[src/rtl/sensor_hub_pkg.sv]
// Shared definitions for the sensor_hub block: FSM state encoding, request
// command codes, response codes and the response pair type.
package sensor_hub_pkg;

    typedef enum logic [2:0] {
        ST_IDLE,
        ST_MEASURE,
        ST_EVAL,
        ST_RESPOND,
        ST_LOOP_WAIT
    } state_t;

    // Request command codes
    localparam logic [7:0] CMD_STATUS    = 8'h00;
    localparam logic [7:0] CMD_TEMP      = 8'h01;
    localparam logic [7:0] CMD_HUM       = 8'h02;
    localparam logic [7:0] CMD_LOOP_TEMP = 8'h03;
    localparam logic [7:0] CMD_LOOP_HUM  = 8'h04;
    localparam logic [7:0] CMD_STOP_TEMP = 8'h05;
    localparam logic [7:0] CMD_STOP_HUM  = 8'h06;

    // Response codes
    localparam logic [7:0] RSP_STATUS_OK = 8'h07;
    localparam logic [7:0] RSP_HUM       = 8'h08;
    localparam logic [7:0] RSP_TEMP      = 8'h09;
    localparam logic [7:0] RSP_STOPPED   = 8'h0A;
    localparam logic [7:0] RSP_FAULT     = 8'h1F;
    localparam logic [7:0] RSP_UNKNOWN   = 8'h45;
    localparam logic [7:0] RSP_NO_LOOP   = 8'hAA;
    localparam logic [7:0] RSP_BAD_ADDR  = 8'hEF;
    localparam logic [7:0] RSP_REJECT    = 8'hFF;

    typedef struct packed {
        logic [7:0] code;
        logic [7:0] value;
    } resp_t;

    function automatic resp_t mk_resp(input logic [7:0] code, input logic [7:0] value);
        resp_t r;
        r.code  = code;
        r.value = value;
        return r;
    endfunction

endpackage

[src/rtl/sensor_hub_if.sv]
// Request/response bus between the UART command decoder and sensor_hub.
//   enable / request_command / request_address : one-cycle request strobe + fields
//   response_valid / response_command / response_value : one-cycle response pulse,
//     fields held until the next response
//   busy : hub is not idle
// master = command decoder side, slave = sensor_hub side.
interface sensor_hub_if;
    logic       enable;
    logic [7:0] request_command;
    logic [7:0] request_address;
    logic       response_valid;
    logic [7:0] response_command;
    logic [7:0] response_value;
    logic       busy;

    modport master (
        output enable, request_command, request_address,
        input  response_valid, response_command, response_value, busy
    );

    modport slave (
        input  enable, request_command, request_address,
        output response_valid, response_command, response_value, busy
    );
endinterface

[src/rtl/sensor_hub_frame_check.sv]
// dht11_frame_check: splits a 40-bit DHT11 frame into humidity and temperature
// bytes and validates the trailing checksum byte.
//   frame       in  40  raw frame {hum_int, hum_dec, temp_int, temp_dec, checksum}
//   humidity    out 8   frame[39:32]
//   temperature out 8   frame[23:16]
//   checksum_ok out 1   checksum byte equals mod-256 sum of the other four bytes
// Build option: SENSOR_HUB_CHECKSUM_EN enables the checksum comparison; when
// undefined checksum_ok is tied high and no adder is built.
module dht11_frame_check (
    input  logic [39:0] frame,
    output logic [7:0]  humidity,
    output logic [7:0]  temperature,
    output logic        checksum_ok
);
    assign humidity    = frame[39:32];
    assign temperature = frame[23:16];

`ifdef SENSOR_HUB_CHECKSUM_EN
    logic [7:0] sum;
    assign sum         = frame[39:32] + frame[31:24] + frame[23:16] + frame[15:8];
    assign checksum_ok = (sum == frame[7:0]);
`else
    logic unused_bits;
    assign unused_bits = ^{frame[31:24], frame[15:0]};
    assign checksum_ok = 1'b1;
`endif
endmodule

[src/rtl/sensor_hub.sv]
// sensor_hub: multi-channel DHT11 request/response controller. Decodes a
// (command, address) request, runs one measurement on the addressed channel
// and returns a (command, value) response. Supports timer-paced continuous
// temperature/humidity sensing and a per-measurement timeout.
//   clock, reset   single clock, asynchronous active-high reset
//   bus            sensor_hub_if.slave request/response bus
//   sensor_data    per-channel 40-bit frames, channel i at [40i+39:40i]
//   sensor_done    per-channel frame-complete level
//   sensor_error   per-channel protocol-error level
//   sensor_reset   per-channel hold-in-reset (1 = idle), at most one bit low
// Build option: SENSOR_HUB_CHECKSUM_EN adds checksum mismatch as a fault source.
module sensor_hub
    import sensor_hub_pkg::*;
#(
    parameter int NUM_SENSORS    = 4,
    parameter int TIMEOUT_CYCLES = 50_000_000,
    parameter int LOOP_PERIOD    = 100_000_000
) (
    input  logic                         clock,
    input  logic                         reset,
    sensor_hub_if.slave                  bus,
    input  logic [NUM_SENSORS-1:0][39:0] sensor_data,
    input  logic [NUM_SENSORS-1:0]       sensor_done,
    input  logic [NUM_SENSORS-1:0]       sensor_error,
    output logic [NUM_SENSORS-1:0]       sensor_reset
);
    localparam int TMAX = (TIMEOUT_CYCLES > LOOP_PERIOD) ? TIMEOUT_CYCLES : LOOP_PERIOD;
    localparam int TW   = $clog2(TMAX + 1);
    localparam int CW   = (NUM_SENSORS > 1) ? $clog2(NUM_SENSORS) : 1;
    localparam logic [TW-1:0] TO_LAST   = TW'(TIMEOUT_CYCLES - 1);
    localparam logic [TW-1:0] LOOP_LAST = TW'(LOOP_PERIOD - 1);

    state_t        state;
    logic [CW-1:0] ch;          // active / latched channel
    logic [7:0]    cmd_q;       // command driving the current measurement
    logic          loop_on;
    logic          loop_hum;    // continuous mode type: 1 = humidity
    logic [TW-1:0] timer;
    logic [39:0]   frame_q;
    logic          err_q;
    logic          to_q;
    logic          no_measure;  // EVAL only forwards the pending response
    resp_t         pend;

    logic [7:0] humidity;
    logic [7:0] temperature;
    logic       checksum_ok;
    logic       fault;

    dht11_frame_check u_check (
        .frame       (frame_q),
        .humidity    (humidity),
        .temperature (temperature),
        .checksum_ok (checksum_ok)
    );

    // Timeout outranks sensor_error outranks checksum; all map to the same code.
    assign fault = to_q | err_q | ~checksum_ok;

    // EVAL doubles as the one-cycle decode stage for requests that touch no
    // sensor, so every response_valid lands one cycle after EVAL.
    always_ff @(posedge clock or posedge reset) begin
        if (reset) begin
            state                <= ST_IDLE;
            ch                   <= '0;
            cmd_q                <= CMD_STATUS;
            loop_on              <= 1'b0;
            loop_hum             <= 1'b0;
            timer                <= '0;
            frame_q              <= '0;
            err_q                <= 1'b0;
            to_q                 <= 1'b0;
            no_measure           <= 1'b0;
            pend                 <= '0;
            sensor_reset         <= '1;
            bus.response_valid   <= 1'b0;
            bus.response_command <= 8'h00;
            bus.response_value   <= 8'h00;
            bus.busy             <= 1'b0;
        end else begin
            bus.response_valid <= 1'b0;
            // Free-running, saturating; restarted at each measurement start so
            // loop pacing is measured start-to-start.
            if (timer != '1)
                timer <= timer + 1'b1;

            case (state)
                ST_IDLE: begin
                    if (bus.enable) begin
                        bus.busy   <= 1'b1;
                        no_measure <= 1'b1;
                        state      <= ST_EVAL;
                        if (32'(bus.request_address) >= NUM_SENSORS) begin
                            pend <= mk_resp(RSP_BAD_ADDR, RSP_BAD_ADDR);
                        end else begin
                            case (bus.request_command)
                                CMD_STATUS, CMD_TEMP, CMD_HUM,
                                CMD_LOOP_TEMP, CMD_LOOP_HUM: begin
                                    if (bus.request_command == CMD_LOOP_TEMP ||
                                        bus.request_command == CMD_LOOP_HUM) begin
                                        loop_on  <= 1'b1;
                                        loop_hum <= (bus.request_command == CMD_LOOP_HUM);
                                    end
                                    no_measure <= 1'b0;
                                    cmd_q      <= bus.request_command;
                                    ch         <= CW'(bus.request_address);
                                    timer      <= '0;
                                    sensor_reset[CW'(bus.request_address)] <= 1'b0;
                                    state      <= ST_MEASURE;
                                end
                                CMD_STOP_TEMP, CMD_STOP_HUM:
                                    pend <= mk_resp(RSP_NO_LOOP, RSP_NO_LOOP);
                                default:
                                    pend <= mk_resp(RSP_UNKNOWN, RSP_UNKNOWN);
                            endcase
                        end
                    end
                end

                ST_MEASURE: begin
                    if (sensor_done[ch] || sensor_error[ch] || timer == TO_LAST) begin
                        frame_q      <= sensor_data[ch];
                        err_q        <= sensor_error[ch];
                        to_q         <= (timer == TO_LAST);
                        sensor_reset <= '1;
                        state        <= ST_EVAL;
                    end
                end

                ST_EVAL: begin
                    state              <= ST_RESPOND;
                    bus.response_valid <= 1'b1;
                    if (no_measure) begin
                        bus.response_command <= pend.code;
                        bus.response_value   <= pend.value;
                    end else if (fault) begin
                        bus.response_command <= RSP_FAULT;
                        bus.response_value   <= RSP_FAULT;
                    end else begin
                        case (cmd_q)
                            CMD_STATUS: begin
                                bus.response_command <= RSP_STATUS_OK;
                                bus.response_value   <= RSP_STATUS_OK;
                            end
                            CMD_TEMP, CMD_LOOP_TEMP: begin
                                bus.response_command <= RSP_TEMP;
                                bus.response_value   <= temperature;
                            end
                            CMD_HUM, CMD_LOOP_HUM: begin
                                bus.response_command <= RSP_HUM;
                                bus.response_value   <= humidity;
                            end
                            default: begin
                                bus.response_command <= RSP_UNKNOWN;
                                bus.response_value   <= RSP_UNKNOWN;
                            end
                        endcase
                    end
                end

                ST_RESPOND: begin
                    bus.busy <= loop_on;
                    state    <= loop_on ? ST_LOOP_WAIT : ST_IDLE;
                end

                ST_LOOP_WAIT: begin
                    if (bus.enable) begin
                        // Timer keeps running so a rejected request does not
                        // delay the next loop measurement.
                        no_measure <= 1'b1;
                        state      <= ST_EVAL;
                        if (bus.request_command == (loop_hum ? CMD_STOP_HUM : CMD_STOP_TEMP)) begin
                            loop_on <= 1'b0;
                            pend    <= mk_resp(RSP_STOPPED, 8'h00);
                        end else begin
                            pend    <= mk_resp(RSP_REJECT, RSP_REJECT);
                        end
                    end else if (timer >= LOOP_LAST) begin
                        no_measure       <= 1'b0;
                        timer            <= '0;
                        sensor_reset[ch] <= 1'b0;
                        state            <= ST_MEASURE;
                    end
                end

                default: state <= ST_IDLE;
            endcase
        end
    end
endmodule

[src/flat_wrapper.sv]
// flat-port wrapper written by rule: the top's interface ports become plain ports
module sensor_hub_flat import sensor_hub_pkg::*;
#(
    parameter int NUM_SENSORS    = 4,
    parameter int TIMEOUT_CYCLES = 50_000_000,
    parameter int LOOP_PERIOD    = 100_000_000
)
  (clock, reset, sensor_data, sensor_done, sensor_error, sensor_reset, bus_enable, bus_request_command, bus_request_address, bus_response_valid, bus_response_command, bus_response_value, bus_busy);
  sensor_hub_if bus_i ();
  input  logic clock;
  input  logic reset;
  input  logic [NUM_SENSORS-1:0][39:0] sensor_data;
  input  logic [NUM_SENSORS-1:0] sensor_done;
  input  logic [NUM_SENSORS-1:0] sensor_error;
  output logic [NUM_SENSORS-1:0] sensor_reset;
  input wire logic [$bits(bus_i.enable)-1:0] bus_enable;
  input wire logic [$bits(bus_i.request_command)-1:0] bus_request_command;
  input wire logic [$bits(bus_i.request_address)-1:0] bus_request_address;
  output wire logic [$bits(bus_i.response_valid)-1:0] bus_response_valid;
  output wire logic [$bits(bus_i.response_command)-1:0] bus_response_command;
  output wire logic [$bits(bus_i.response_value)-1:0] bus_response_value;
  output wire logic [$bits(bus_i.busy)-1:0] bus_busy;
  assign bus_i.enable = bus_enable;
  assign bus_i.request_command = bus_request_command;
  assign bus_i.request_address = bus_request_address;
  assign bus_response_valid = bus_i.response_valid;
  assign bus_response_command = bus_i.response_command;
  assign bus_response_value = bus_i.response_value;
  assign bus_busy = bus_i.busy;
  sensor_hub #(.NUM_SENSORS(NUM_SENSORS), .TIMEOUT_CYCLES(TIMEOUT_CYCLES), .LOOP_PERIOD(LOOP_PERIOD)) u_core (.clock(clock), .reset(reset), .bus(bus_i), .sensor_data(sensor_data), .sensor_done(sensor_done), .sensor_error(sensor_error), .sensor_reset(sensor_reset));
endmodule
[config.mk]
export PLATFORM = sky130hd
export DESIGN_NAME = sensor_hub_flat
export DESIGN_NICKNAME = d
export VERILOG_FILES = /design/src/rtl/sensor_hub_pkg.sv /design/src/rtl/sensor_hub_if.sv /design/src/rtl/sensor_hub_frame_check.sv /design/src/rtl/sensor_hub.sv /design/src/flat_wrapper.sv
export SDC_FILE = /design/constraint.sdc
export NUM_CORES = 1
export LEC_CHECK = 0
export ABC_AREA = 1
export CAP_MARGIN = 20
export CORE_MARGIN = 4
export CORE_UTILIZATION = 40
export CTS_BUF_LIST = sky130_fd_sc_hd__clkbuf_16
export DETAILED_ROUTE_END_ITERATION = 12
export GPL_ROUTABILITY_DRIVEN = 0
export PLACE_DENSITY = 0.79
export SYNTH_ARGS = -nofsm -noshare
export SYNTH_HDL_FRONTEND = slang
export SYNTH_SLANG_ARGS = --single-unit
[constraint.sdc]
create_clock -name clock -period 4.9 [get_ports clock]
set_clock_uncertainty 0.05 [all_clocks]
set_input_delay 0.735 -clock clock [delete_from_list [all_inputs] [get_ports clock]]
set_output_delay 0.735 -clock clock [all_outputs]
set_load 0.02 [all_outputs]
======== Word-level counts from Yosys, hierarchy flattened ========
Index checks and enable logic that the tools add are counted.
Widths: inputs -> output; s select.
storage, ports and cells
  flip-flop bits (word level) ............. 123
  input port bits ......................... 187
operators by class
  add/subtract/negate cells ............... 1
  order comparisons ....................... 6
  equality and inequality tests ........... 28
  multiplexer cells ....................... 61
  bitwise gates (word level) .............. 6
  reductions and logical operators ........ 24
operators by type and width
  kind                   number
  $mux 27                6
  $bmux 40 s2            1
  $mux 16                4
  $pmux 16 s2            2
  $pmux 27 s2            1
  $mux 40                1
  $eq 8x2->1 const B     4
  $eq 8x3->1 const B     4
  $mux 8                 4
  $add 27x1->27 const B  1
  $eq 27x26->1 const B   1
  $ge 27x27->1 const B   1
  $ne 27x27->1 const B   1
  $mux 4                 6
  $pmux 8 s3             1
  $pmux 7 s3             1
  $mux 3                 6
  $mux 1                 17
  $eq 8x1->1 const B     2
  $logic_not 8->1        2
  $pmux 3 s5             1
  $reduce_and 7->1       2
  $pmux 4 s3             1
  $ne 2x2->1 const B     5
  other kinds (28)       51

======== Longest topological paths before layout ========
Gate-level depths: netlist (run 1).
  word-level depth ........................ 10
  mapped depth ............................ 13

======== Hierarchy ========
A second synthesis (run 1) with hierarchy kept.
second synthesis, totals
  cell total of the unflattened synthesis .. 988
  area, all modules ....................... 7026.7 um^2
by module, submodules not included
  module             times used  cells each  area each (um^2)  seq. area each (um^2)
  sensor_hub         1           970         6895.4            2757.6
  dht11_frame_check  1           18          131.4             0.0

======== Worst setup path after synthesis (run 1) ========
OpenSTA, ideal clock, no wires.
  kind .................................... input port to flip-flop
  start ................................... input port bus_request_command[4]
  end ..................................... register u_core.timer[14]
  setup time .............................. 0.121 ns
  data arrival time ....................... 1.756 ns
  data required time ...................... 4.729 ns
  slack ................................... 2.973 ns
  cell stages on the path ................. 11
  path through ............................ nor2_1 -> nand3_1 -> inv_1 -> nand2_1 -> nand3_1 -> nand3_1 -> nor2_2 -> nand2_4 -> inv_4 -> buf_6 -> nor2_1
on the way
  cells in the longest elaborated chain, start to end .. 6
RTL lines
  what                                RTL line            RTL
  start: declaration                  flat_wrapper.sv:17  input wire logic [$bits(bus_i.request_command)-1:0] bus_request_command;
  $eq 8x1->1 (tied with other cells)  sensor_hub.sv:96    case (bus.request_command)
  $reduce_or 5->1 *                   sensor_hub.sv:96
  $mux 27 *                           sensor_hub.sv:96
  $mux 27 *                           sensor_hub.sv:93    if (32'(bus.request_address) >= NUM_SENSORS) begin
  $mux 27 *                           sensor_hub.sv:89    if (bus.enable) begin
  $pmux 27 s2 *                       sensor_hub.sv:87    case (state)
  end signal: assignment              sensor_hub.sv:85    timer <= timer + 1'b1;
  end: declaration                    sensor_hub.sv:38    logic [TW-1:0] timer;
Mark *: on every way between the ends. The rest lies on a longest branch, timed or not.
A chain may end at the register's enable or synchronous reset.

======== Final worst setup path (run 1) ========
  start ................................... register u_core.ch[1]
  end ..................................... register u_core.frame_q[39]
on the way
  cells in the longest elaborated chain, start to end .. 5
RTL lines
  what                               RTL line           RTL
  start: declaration                 sensor_hub.sv:34   logic [CW-1:0] ch;
  start signal: assignment           sensor_hub.sv:106  ch <= CW'(bus.request_address);
  $bmux 1 s2                         sensor_hub.sv:121  if (sensor_done[ch] || sensor_error[ch] || timer == TO_LAST) begin
  $mux 1 (not written as such)       sensor_hub.sv:121
  $logic_or 1x1->1 (2 in series)     sensor_hub.sv:121
  $reduce_and 2->1 (no source line)  --
  end signal: assignment             sensor_hub.sv:122  frame_q <= sensor_data[ch];
  end: declaration                   sensor_hub.sv:39   logic [39:0] frame_q;
Parallel ways exist; a longest one is shown, timed or not. The select of a mux whose other input is x is not followed.

==> out/metrics.cfg, run 1 <==
[global_route]
grt_max_degree=52
met2_usage=0.299
grtUsageTotal=0.193
grt_pass1_vias=4743
grt_use_met1=0.274
grt-ovfl-total=0
antenna_found_initial=0
grt_pass1_wl_um=22900
met3_usage=0.0298
grt.busiest_layer=met2

[sta]
maxSlewHeadroom=0.412
period_minus_slack_ns=2.60
setup_violations=0
final-max-slew-violation-count=0
hold_viol_final=0
tns_ns=0
worst_pin_slew_ns=0.883
fin_crit_sh=0.530
fmax_mhz=385
rsz0062_at_grt=false

[critical_path]
r2r-start=u_core.ch[1]$_DFFE_PP0P_
worstSetupStartpointType=register
cp_slowest_cell=dfrtp_1
setup.worst_path.start=u_core.ch[1]$_DFFE_PP0P_
crit_fanout=34
reg2reg_to=u_core.frame_q[39]$_DFFE_PP0P_
crit_family=simple AND/OR/NAND/NOR gates
rr_worst_depth=9
path_depth=9
reg2reg_setup_slack_ns=2.30
cpPeakStageDelay_ns=0.79
path_cells=inv_2 > nor2_4 > nand2_1 > nand4_1 > nor2_1 > nand2_2 > nand2_2 > nand2_1 > o21ai_1
required_ns=5.06
crit_buf_inv=1
arrival_ns=2.76
cp-end-kind=register
crit_type=reg -> reg
crit_end=u_core.frame_q[39]$_DFFE_PP0P_

[logic_synthesis]
syn_avg_cell_area_um2=7.20
syn_nets=899
synthDistinctLibCells=44
async_flop_share=1.00
yosys-top-cells-area=dfrtp_1 (40%), nand2_1 (16%), nor2_1 (7.2%)
netlist_area_mm2=0.00512
synth_top_area_cell=dfrtp_1
synth_top_area_frac=0.401
postSynthCellCount=711
synth_seq_cells=86
ys_dominant_reg_cell=dfrtp_1
synth-edff-count=0
ys_seq_area_frac=0.422
yosysWarnings=0

[drt]
drtPass1Iterations=5
wl_um=14000
wl_per_cell_um=14.0
drtAntennaViolNets=0
vias_per_cell=5.10
dr.first_iter.drc_count=325
drcViolationCount=0
num_vias=5078

[clock_network]
cts_root_buf=clkbuf_16
cts.clk_slew.worst_paths_ns=0.07
hold_buffers=0
clk_latency_ns=0.35
numCtsBuffers=9
cts_setup_buffers=0
cts_tree=done
clock_path_buffers=2
cts_resized=0
h-tree-depth=3
clock-sinks=86

[placed_design]
postPlaceCellArea_mm2=0.00637
hpwl_um=10700
port_buffers=112

[min_path]
min_from=u_core.cmd_q[6]$_DFFE_PP0P_
worstHoldPathType=reg -> reg

[floorplan]
io_pins=209
die_area_mm2=0.0147
start_util=0.407
coreArea_mm2=0.0126
rows=41
die_w_um=121
fp.dieH_um=121

[finish]
area_growth_pct=30.1
nets=1007
fin_util=0.530
layout-drive-gt1-share=0.0752
antenna_cells=0
final_cell_area_mm2=0.00666

[power_and_ir_drop]
leakagePower_uw=0.00296
p_per_area_mw_per_mm2=409
ir_drop_mv=0.223

[run_status]
status=complete, no violations

[job]
max_cap_viol_count=0

state kept, by name (all words and copies together) (netlist names):
signal and flops:
u_core.state 3, u_core.sensor_reset 4, u_core.bus.busy 1, u_core.pend 4, u_core.no_measure 1, u_core.bus.response_valid 1
u_core.cmd_q 8, u_core.frame_q 16, u_core.bus.response_command 7, u_core.loop_hum 1, u_core.bus.response_value 8, u_core.to_q 1
u_core.loop_on 1, u_core.timer 27, u_core.err_q 1, u_core.ch 2
final cells by class:
cell class,instances,area (µm²)
Inverter,73,278
Multi-Input combinational cell,535,2590
Clock inverter,7,56.3
Clock buffer,9,225
Fill cell,1178,5910
Tap cell,172,215
Timing Repair Buffer,114,1140
Sequential cell,86,2160
stage by stage:
| step | cells | setup WS, ns | power, µW | hold WS (ns) |
|---|---|---|---|---|
| 3_3_place_gp | 980 | 2.04 | 2050 | 0.400 |
| 2_1_floorplan | 711 | 1.90 | 1690 | 0.386 |
| 5_1_grt | 996 | 2.06 | 2900 | 0.447 |
| 4_1_cts | 996 | 2.31 | 2730 | 0.420 |
| 3_5_place_dp | 980 | 2.08 | 2080 | 0.403 |
| 6_report | 996 | 2.30 | 2720 | 0.419 |
cell usage in the layout, fill, tap and decap left out, drive strengths merged, types with 2 or more instances in the layout:
cell type / count
nand3: 55
a2bb2oi: 4
clkinvlp: 2
a21oi: 29
nand2: 223
xor2: 12
a21boi: 2
a22oi: 6
buf: 2
xnor2: 2
nor3: 9
dfstp: 4
a31o: 3
a221oi: 16
clkdlybuf4s50: 112
clkinv: 3
dfrtp: 82
nor2: 109
nand4: 13
o21ai: 39
or2: 4
inv: 75
clkbuf: 9
layer usage:
metal | vias up | part of all wire | wire length (µm)
met5 | - | 0 | 0
met4 | 0 | 0.023 | 323
met3 | 26 | 0.061 | 854
met2 | 178 | 0.46 | 6470
met1 | 2341 | 0.45 | 6330
li1 | 2533 | - | -
cells in the mapped netlist, types with 2 or more instances:
library cell / count
nand2_1: 215
nor2_1: 98
dfrtp_1: 82
inv_1: 64
nand3_1: 51
a21oi_1: 28
o21ai_0: 21
o21ai_1: 18
a221oi_1: 16
nand4_1: 12
xor2_1: 12
nor3_1: 9
inv_2: 8
nor2_2: 7
a22oi_1: 6
buf_2: 6
clkbuf_1: 6
nand2_2: 6
a2bb2oi_1: 4
dfstp_2: 4
nor2_4: 4
or2_2: 4
nand3_2: 3
a21boi_0: 2
a31o_2: 2
buf_4: 2
buf_6: 2
nand2_4: 2
xnor2_1: 2
tightest hold or removal path: stages, from the launching register on:
cell and delay, ns:
dfrtp_1 0.35, nand2_1 0.05, inv_1 0.04
worst min-delay path by stage:
stage                             endpoint  slack, ns  depth (start not counted)
6_report       u_core.cmd_q[6]$_DFFE_PP0P_       0.42                          2
5_1_grt        u_core.cmd_q[6]$_DFFE_PP0P_       0.45                          2
4_1_cts        u_core.cmd_q[6]$_DFFE_PP0P_       0.42                          2
3_5_place_dp   u_core.cmd_q[6]$_DFFE_PP0P_       0.40                          2
3_3_place_gp   u_core.cmd_q[5]$_DFFE_PP0P_       0.40                          2
2_1_floorplan  u_core.cmd_q[5]$_DFFE_PP0P_       0.39                          2
power by group:
group	switching (µW)	internal [µW]	leakage, µW	total (µW)
Clock	303	350	0.000132	653
Combinational	566	438	0.00174	1000
Sequential	145	919	0.00109	1060
Total	1010	1710	0.00296	2720
kinds of logic after synthesis:
family | share of synthesized area
adder cells (fa/ha/maj) | 0.00245
AO/OA/AOI/OAI | 0.127
XOR/XNOR | 0.0240
multiplexers | 0.00196
AND/OR/NAND/NOR | 0.350
buffers and inverters | 0.0724
flip-flops | 0.422
Power figures use the tool's default switching activity.
==> run 2: changes to the inputs <==
--- a/config.mk
+++ b/config.mk
@@ -12,7 +12,7 @@
 export CTS_BUF_LIST = sky130_fd_sc_hd__clkbuf_16
 export DETAILED_ROUTE_END_ITERATION = 12
 export GPL_ROUTABILITY_DRIVEN = 0
-export PLACE_DENSITY = 0.79
+export PLACE_DENSITY = 0.82
 export SYNTH_ARGS = -nofsm -noshare
 export SYNTH_HDL_FRONTEND = slang
 export SYNTH_SLANG_ARGS = --single-unit
==> constraint.sdc (replaced) <==
create_clock -name clock -period 2.1 [get_ports clock]
set_clock_uncertainty 0.05 [all_clocks]
set_input_delay 0.315 -clock clock [delete_from_list [all_inputs] [get_ports clock]]
set_output_delay 0.315 -clock clock [all_outputs]
set_load 0.02 [all_outputs]
==> run 2 against run 1 <==
Sequential power grew 130%. Count of clock-buffer cells in the layout is the same. First-iteration DRC count increased by 9.8%. Combinational power grew 150%. Register-to-register slack worse by 2.2 ns. Non-clock buffer count is 18 higher. Clock power increased by 140%. Critical path depth up 3. Final cell count grew 1.8%. Global-route usage is 0.38 points higher. Setup slack got worse by 2.2 ns. Largest cell class unchanged. Largest power group unchanged. Highest routed layer unchanged.
==> out/metrics.cfg, run 2 (synthesis gave the netlist of run 1 again) <==
[finish]
fin_util=0.544  ; +0.0146
final_cell_mix=nand2_1 (214), clkdlybuf4s50_1 (112), nor2_1 (98)
nets=1025  ; +1.8%
ff_latch_area_mm2=0.00216  ; unchanged
final-instance-count-excl-fill=1014  ; +1.8%
layout-drive-gt1-share=0.0962  ; +0.0210
area_growth_pct=33.7
multi_input_area_mm2=0.00260  ; +0.29%
regMostFlops=u_core.timer
layout_commonest_cell=nand2_1
antenna_cells=0  ; unchanged
reg_top3=u_core.timer: 27 flops, u_core.frame_q: 16 flops
largest_reg_flops=27  ; unchanged
final_cell_area_mm2=0.00684  ; +2.8%
fillers=1132  ; -3.9%

[drt]
drt-met1-wl_um=6590  ; +4.1%
wl_met2_um=6770  ; +4.7%
wl_um=14500  ; +3.8%
drtAntennaViolNets=0  ; unchanged
dr_wl_met3_um=920  ; +7.7%
wl_per_cell_um=14.3  ; +1.9%
vias_per_cell=5.12  ; +0.45%
num_vias=5193  ; +2.3%
drtPass1Iterations=6  ; +1
top_layer=met4
drcViolationCount=0  ; unchanged
dr.first_iter.drc_count=357  ; +9.8%

[floorplan]
start_util=0.407  ; unchanged
rows=41  ; unchanged
coreArea_mm2=0.0126  ; unchanged
fp.dieH_um=121  ; unchanged
die_area_mm2=0.0147  ; unchanged
io_pins=209  ; unchanged
die_w_um=121  ; unchanged

[critical_path]
crit_family=simple AND/OR/NAND/NOR gates
cpPeakStageDelay_ns=0.39  ; -0.40 ns
crit_type=reg -> reg
arrival_ns=2.16  ; -0.60 ns
cp-end-kind=register
path_cells=ha_1 > nand3_1 > inv_1 > nand2_2 > nor2_1 > nand2_1 > nand3_2 > nand2_1 > nand2_4 > nand2_4 > inv_6 > nor2_1
rr_worst_depth=12  ; +3
r2r-start=u_core.timer[0]$_DFF_PP0_
crit_fanout=21  ; -38%
worstSetupStartpointType=register
reg2reg_to=u_core.timer[26]$_DFF_PP0_
required_ns=2.27  ; -2.79 ns
crit_buf_inv=2  ; +1
reg2reg_setup_slack_ns=0.12  ; -2.19 ns
cp_slowest_cell=dfrtp_1

[clock_network]
cts.clk_slew.worst_paths_ns=0.06  ; about the same
clk_latency_ns=0.34  ; about the same
h-tree-depth=3  ; unchanged
clock-sinks=86  ; unchanged
numCtsBuffers=9  ; unchanged
cts_tree=done
clock_path_buffers=2  ; unchanged
cts_root_buf=clkbuf_16

[global_route]
antenna_found_initial=0  ; unchanged
grt-ovfl-total=0  ; unchanged
grtUsageTotal=0.197  ; +0.00376
grt_max_degree=42  ; -19%
grt_pass1_wl_um=23300  ; +1.8%
grt_pass1_vias=4707  ; -0.76%

[sta]
fmax_mhz=504  ; +31%
worst_pin_slew_ns=0.493  ; -0.390 ns
setup_violations=0  ; unchanged
maxSlewHeadroom=0.671  ; +0.259
rsz0062_at_grt=false
fin_crit_sh=0.945  ; +0.415
hold_viol_final=0  ; unchanged
period_minus_slack_ns=1.98  ; -0.612 ns
hold_ws_ns=0.245  ; -0.174 ns
final-max-slew-violation-count=0  ; unchanged
tns_ns=0  ; unchanged

[power_and_ir_drop]
ir_drop_mv=0.590  ; +170%
internal-power_uw=4170  ; +140%
p_sw_frac=0.359  ; -0.0135
power_frac_clock=0.241  ; about the same
p_switching_uw=2330  ; +130%
p_comb_frac=0.379  ; +0.010
p_per_area_mw_per_mm2=950  ; +130%
leakagePower_uw=0.00307  ; +3.7%
p_seq_frac=0.380  ; -0.011

[run_status]
status=complete, no violations

[placed_design]
place_inst=998  ; +1.8%
port_buffers=112  ; unchanged
postPlaceCellArea_mm2=0.00654  ; +2.6%
hpwl_um=11100  ; +3.2%

[job]
max_cap_viol_count=0  ; unchanged

[min_path]
worstHoldPathType=in -> async

[run 2: metrics by stage]
stage,power [µW],worst slack (ns)
2_1_floorplan,3930,0.418
3_3_place_gp,4850,0.103
3_5_place_dp,4930,0.0579
4_1_cts,6510,0.109
5_1_grt,6930,0.00414
6_report,6500,0.116
[run 2: worst max path at each step]
stage | from | endpoint | slack (ns) | cells after the start
floorplan | u_core.timer[0]$_DFF_PP0_ | u_core.timer[14]$_DFF_PP0_ | 0.42 | 13
global placement | bus_request_command[0] | u_core.timer[21]$_DFF_PP0_ | 0.10 | 11
detailed placement | bus_request_command[1] | u_core.timer[10]$_DFF_PP0_ | 0.06 | 11
CTS | u_core.timer[0]$_DFF_PP0_ | u_core.timer[26]$_DFF_PP0_ | 0.11 | 12
global route | u_core.timer[2]$_DFF_PP0_ | u_core.timer[17]$_DFF_PP0_ | 0.004 | 9
finish | u_core.timer[0]$_DFF_PP0_ | u_core.timer[26]$_DFF_PP0_ | 0.12 | 12
[run 2: layout make-up]
cell class | count | share of cell area
multi-input combinational | 535 | 0.380
sequential | 86 | 0.315
timing repair buffer | 132 | 0.190
inverter | 73 | 0.0413
clock buffer | 9 | 0.0329
tap | 172 | 0.0315
clock inverter | 7 | 0.00988
[run 2: timing repair]
item | 4_1_cts | 5_1_grt
hold buffers | 0 | 0
setup endpoints to repair | 0 | 25
gates resized for setup | 0 | 4
buffers inserted | 0 | 0
[run 2: worst register-to-register path, stage by stage, from the launching register on]
cell and delay (ns):
dfrtp_1 0.39, ha_1 0.25, nand3_1 0.13, inv_1 0.11, nand2_2 0.10, nor2_1 0.15, nand2_1 0.11, nand3_2 0.09
nand2_1 0.08, nand2_4 0.11, nand2_4 0.08, inv_6 0.15, nor2_1 0.08
[run 2: power groups by stage]
stage	clock network, µW	logic (µW)	registers, µW
3_3_place_gp	0	2370	2480
6_report	1570	2460	2470
2_1_floorplan	0	1310	2620
5_1_grt	1680	2720	2530
4_1_cts	1580	2460	2470
3_5_place_dp	0	2430	2490
[run 2: per-layer routing]
layer,global-route usage,vias up
met5,0,-
met4,0.0489,0
met3,0.0396,23
met2,0.305,178
met1,0.283,2407
li1,-,2585
